<file path="src/rtl/rcvr_frame.sv">
// rcvr_frame: framed MSB-first serial receiver, WORDS x WORD_W data words plus CRC-32 trailer
// Optional feature macro RCVR_CRC_CHECK_EN: CRC-32 over the data bits and a 32-bit trailer check.
//   Without it: no CRC or trailer phase, o_crc=0, o_crc_ok=1, o_done follows the last data bit.
// Ports: i_clk sample clock, i_rst_n async active-low reset, i_fs frame sync, i_d serial bit,
//   i_crc CRC seed (latched with i_fs), o_data/o_idx/o_vld completed word and its index,
//   o_crc computed CRC, o_done/o_crc_ok frame end and check result, o_abort frame cut by i_fs.
module rcvr_frame #(
  parameter int WORD_W = 16,
  parameter int WORDS = 4
) (
  input  logic              i_clk,
  input  logic              i_rst_n,
  input  logic              i_fs,
  input  logic              i_d,
  input  logic [31:0]       i_crc,
  output logic [WORD_W-1:0] o_data,
  output logic [7:0]        o_idx,
  output logic              o_vld,
  output logic [31:0]       o_crc,
  output logic              o_done,
  output logic              o_crc_ok,
  output logic              o_abort
);
  typedef enum logic [1:0] {IDLE, DATA, TRAIL} state_t;
  state_t state;
  logic [4:0] bit_cnt;
  logic [7:0] word_cnt;
  logic [WORD_W-2:0] shift;
  logic [WORD_W-1:0] word;
  logic word_end, last_word;
  assign word = {shift, i_d};
  assign word_end = bit_cnt == 5'(WORD_W - 1);
  assign last_word = word_cnt == 8'(WORDS - 1);
`ifdef RCVR_CRC_CHECK_EN
  logic [31:0] crc, crc_n, trailer_n;
  logic [30:0] trailer;
  assign crc_n = {crc[30:0], 1'b0} ^ ((crc[31] ^ i_d) ? 32'h04C11DB7 : 32'h0);
  assign trailer_n = {trailer, i_d};
  assign o_crc = crc;
`else
  logic unused_crc;
  assign unused_crc = ^i_crc;
  assign o_crc = '0;
  assign o_crc_ok = 1'b1;
`endif
  always_ff @(posedge i_clk or negedge i_rst_n)
    if (!i_rst_n) begin
      state <= IDLE;
      bit_cnt <= '0;
      word_cnt <= '0;
      shift <= '0;
      o_data <= '0;
      o_idx <= '0;
      o_vld <= 1'b0;
      o_done <= 1'b0;
      o_abort <= 1'b0;
`ifdef RCVR_CRC_CHECK_EN
      crc <= '0;
      trailer <= '0;
      o_crc_ok <= 1'b0;
`endif
    end else begin
      o_vld <= 1'b0;
      o_done <= 1'b0;
      o_abort <= 1'b0;
      // frame sync wins over any word/trailer completion on the same edge
      if (i_fs) begin
        state <= DATA;
        bit_cnt <= '0;
        word_cnt <= '0;
        o_abort <= state != IDLE;
`ifdef RCVR_CRC_CHECK_EN
        crc <= i_crc;
        o_crc_ok <= 1'b0;
`endif
      end else if (state == DATA) begin
        shift <= word[WORD_W-2:0];
        bit_cnt <= word_end ? '0 : bit_cnt + 5'd1;
`ifdef RCVR_CRC_CHECK_EN
        crc <= crc_n;
`endif
        if (word_end) begin
          o_data <= word;
          o_idx <= word_cnt;
          o_vld <= 1'b1;
          word_cnt <= word_cnt + 8'd1;
          if (last_word) begin
`ifdef RCVR_CRC_CHECK_EN
            state <= TRAIL;
`else
            state <= IDLE;
            o_done <= 1'b1;
`endif
          end
        end
      end
`ifdef RCVR_CRC_CHECK_EN
      else if (state == TRAIL) begin
        trailer <= trailer_n[30:0];
        bit_cnt <= bit_cnt + 5'd1;
        if (&bit_cnt) begin
          state <= IDLE;
          o_done <= 1'b1;
          o_crc_ok <= trailer_n == crc;
        end
      end
`endif
    end
endmodule

</file>
<file path="config.mk">
export PLATFORM = sky130hd
export DESIGN_NAME = rcvr_frame
export DESIGN_NICKNAME = d
export VERILOG_FILES = /design/src/rtl/rcvr_frame.sv
export SDC_FILE = /design/constraint.sdc
export NUM_CORES = 1
export LEC_CHECK = 0
export CORE_UTILIZATION = 47
export DETAILED_ROUTE_END_ITERATION = 10
export GPL_TIMING_DRIVEN = 0
export PLACE_DENSITY = 0.85
export SETUP_SLACK_MARGIN = 0.5
export SYNTH_ARGS = -nofsm -noshare
export SYNTH_HDL_FRONTEND = slang
export SYNTH_SLANG_ARGS = --single-unit
</file>
<file path="constraint.sdc">
create_clock -name i_clk -period 2.9 [get_ports i_clk]
set_clock_uncertainty 0.05 [all_clocks]
set_input_delay 0.58 -clock i_clk [delete_from_list [all_inputs] [get_ports i_clk]]
set_output_delay 0.58 -clock i_clk [all_outputs]
set_load 0.05 [all_outputs]
</file>
Word level (Yosys, flattened, before mapping)

Index checks and enable logic that the tools add are counted.

Flip-flop bits (word level): 57
Latch bits: 0
Bits in writable memories: 0
ROM bits: 0
Memories: 0

Add/sub/neg operators: 2
Multiply operators: 0
Div/mod/pow operators: 0
Magnitude comparators: 0
Equality and inequality tests: 3
Shifts and indexed selects: 0
Multiplexer cells: 18
Bitwise gates (word level): 1
Reductions and logical operators: 8

Operators by type and width:

| operator            | count |
|---|---|
| $mux 8              | 3 |
| $mux 5              | 3 |
| $add 8x1->8 const B | 1 |
| $eq 8x2->1 const B  | 1 |
| $mux 1              | 8 |
| $mux 2              | 4 |
| $reduce_bool 2->1   | 4 |
| $reduce_and 3->1    | 2 |
| $add 5x1->5 const B | 1 |
| $eq 5x4->1 const B  | 1 |
| $reduce_and 2->1    | 2 |
| $eq 2x1->1 const B  | 1 |
| $not 1->1           | 1 |

Logic depth before layout (Yosys ltp)

Depth in word-level cells: 5
Gate-level depth with buffers: 5

Worst setup path after synthesis

Ideal clock, no wire load.

Path type: input to register
Start: in i_fs
End: reg o_data[0]
Library setup time: 125 ps
Arrival: 1,580 ps
Required time: 2,725 ps
Slack: 1,145 ps
Stages on the path: 5
Buffers on the path: 2
Cells stage by stage: nand2b_1 buf_2 nor2_4 buf_4 mux2_2

Cells in the longest elaborated chain, start to end: 2

RTL lines:

| item                              | RTL line | source |
|---|---|---|
| from (decl)                       | 13       | `input logic i_fs,` |
| $not 1->1 (no source line)        | --       |  |
| $reduce_and 3->1 (no source line) | --       |  |
| to (signal assigned)              | 83       | `o_data <= word;` |
| to (decl)                         | 16       | `output logic [WORD_W-1:0] o_data,` |

No other way between the ends.
A chain may end at the register's enable or synchronous reset.

Final worst setup path

Ends and elaborated chain as after synthesis.

==> flow_summary.toml <==
[setup_path]
path_cells = "clkdlybuf4s50_1 -> nand2b_1 -> buf_2 -> nor2_4 -> buf_4 -> mux2_2"
slowest_delay_ps = 550
worstPathArrival_ps = 2380
cp-start-kind = "primary input"
crit_fanout = 10
required_ps = 3050
worstSetupEndpointType = "flop"
critPathKind = "in2reg"
cpMaxStageDelayCell = "clkdlybuf4s50_1"

[layout]
finalNetCount = 303
final_cells = 336
area_growth_pct = 25.0
antenna_cells = 0
drive_above_1_share = 0.335
fill_cells = 406
stdcell_area_um2 = 3150
final_util = 0.613

[pwr]
p_leak_nw = 1.56
p_per_area_nw_per_um2 = 539
power.switching_mw = 0.465
p_comb_frac = 0.154
intPower_mw = 1.23
switching_share = 0.273
total_power_mw = 1.70
seqPwrFrac = 0.546
clkPwrFrac = 0.300
ir_drop_mv = 0.433

[route]
postRouteAntennaNets = 0
totalWireLength_um = 4260
vias = 1576
routedWlPerCell_um = 12.7
drcViolationCount = 0
dr.pass1.iters = 4
dr.first_iter.drc_count = 69
via_per_inst = 4.69

[cts]
cts.repair.resized = 0
clk_latency_ps = 310
ctsHoldBuffers = 0
clk_pin_slew_ps = 100
cts_made_buffers = 5
h-tree-depth = 2
cts_sinks = 56
cts_root_buf = "clkbuf_8"
cts.path.max_buffers = 2
cts_setup_buffers = 0
tritoncts = "done"

[timing]
grt_setup_unrepaired = "false"
fin_ws_ps = 665
drv_slew = 0
relSlewSlack = 0.653
finalCritPeriodShare = 0.771
tightest_slew_ps = 519
maxClockFrequency_mhz = 447
setup_viol = 0
hold_viol_final = 0
finalCriticalPeriod_ps = 2240

[placed_design]
dpl_cell_area_um2 = 3040
place_congestion = 0.773
dp_slack_ps = 328
dpl.hpwl_um = 3050
port_buffers = 30
dp.cells = 328

[floorplan]
boundaryPins = 96
row_count = 26
chipHeight_um = 75.2
start_util = 0.490
die_area_um2 = 5660
core_um2 = 5140
die_width_um = 75.2

[synthesis]
yosysTopAreaCellShare = 0.556
netlist_area_um2 = 2520
synth_top_area_cell = "dfrtp_1"
ys_seq_elements = 56
ys_async_sr_fraction = 1.00
synth_commonest_cells = "dfrtp_1, mux2_2, buf_4, a21oi_1, nand2_1"
ys.flop_type = "dfrtp_1"
ys_types = 32
ys.warnings.count = 0
synthTopCellsByArea = "dfrtp_1, mux2_2, buf_4"
synthCells = 196
synth_most_common_cell = "dfrtp_1"
syn_avg_cell_area_um2 = 12.9
synth_edf_count = 0
ys_seq_area_frac = 0.556

[grt]
overflow = 0
grt_pass1_wl_um = 6870
grt_max_degree = 38
antenna_found_initial = 0
grt_pass1_vias = 1493
grt_use_total = 0.163

[job]
timing.max_cap.violations = 0

[min_path]
holdCritPathClass = "in2async"

[outcome]
status = "finished, final reports clean"
[registers in the layout (all words and copies together) (netlist names)]
register	count
state	1
o_abort	1
o_vld	1
shift	15
bit_cnt	5
o_data	16
o_idx	8
word_cnt	8
o_done	1
[worst max-delay path, delay by kind of cell]
| family | cells | cell delay (ps) |
|---|---|---|
| and+or+nand+nor | 2 | 460 |
| muxes | 1 | 350 |
| buffers and inverters | 3 | 980 |
[placed cells by master, fill, tap and decap left out, types with 3 or more instances in the layout]
cell type	Yosys	layout
buf_2	3	4
buf_4	35	35
mux2_2	40	40
o31ai_1	4	4
conb_1	2	33
nand3_1	4	4
nor2_1	4	4
clkbuf_8	0	5
inv_1	3	3
clkdlybuf4s50_1	0	29
or4_1	4	4
dfrtp_1	56	56
a21oi_1	8	8
clkbuf_1	2	3
nand2_1	6	6
[routing by layer]
layer / share of wire / routed length (um) / GRT usage / up-vias
li1: - / - / - / 756
met1: 0.43 / 1830 / 0.195 / 773
met2: 0.50 / 2150 / 0.282 / 41
met3: 0.056 / 240 / 0.0495 / 6
met4: 0.0094 / 40 / 0.0514 / 0
met5: 0 / 0 / 0 / -
[layout make-up]
cell class,count,area (um2),area share
clock inverters,2,38.8,0.0123
inverters,3,11.3,0.00357
repair buffers,31,315,0.100
plain buffers,40,285,0.0905
clock buffers,6,72.6,0.0230
flip-flops and latches,56,1400,0.445
well taps,70,87.6,0.0278
multi-input cells,128,938,0.298
[through the flow]
stage          hold slack (ps)  TNS, ps
4_1_cts                    165        0
5_1_grt                    184        0
3_5_place_dp               448        0
3_3_place_gp               434   -24850
2_1_floorplan              234        0
6_report                   162        0
[cells by family after synthesis]
| family | synth area share |
|---|---|
| xor gates and xnor gates | 0.00348 |
| buffers and inverters | 0.118 |
| and+or+nand+nor | 0.0859 |
| adders and majority gates | 0.00993 |
| AOI/OAI and AO/OA | 0.0452 |
| DFF | 0.556 |
| other | 0.00298 |
| muxes | 0.179 |
[path summary, 6_finish.rpt]
| path | from | to | slack, ps | cells after the start |
|---|---|---|---|---|
| worst max-delay path | i_fs | o_data[0] | 660 | 6 |
| worst min-delay path | i_rst_n | o_data[1] | 160 | 1 |
| worst max register to register | bit_cnt[0] | o_data[0] | 1000 | 5 |
| worst min register to register | o_idx[4] | o_idx[4] | 460 | 1 |
| max in group asynchronous | i_rst_n | o_vld | 2100 | 2 |
| min in group i_clk | o_idx[4] | o_idx[4] | 460 | 1 |
[power by group through the flow]
stage / logic [mW] / registers, mW / clock network (mW)
after floorplan: 0.218 / 0.924 / 0
after global routing: 0.283 / 0.940 / 0.540
after detailed placement: 0.262 / 0.942 / 0
after CTS: 0.263 / 0.928 / 0.519
after global placement: 0.251 / 0.935 / 0
final: 0.262 / 0.927 / 0.510
(Power assumes the default switching activity.)
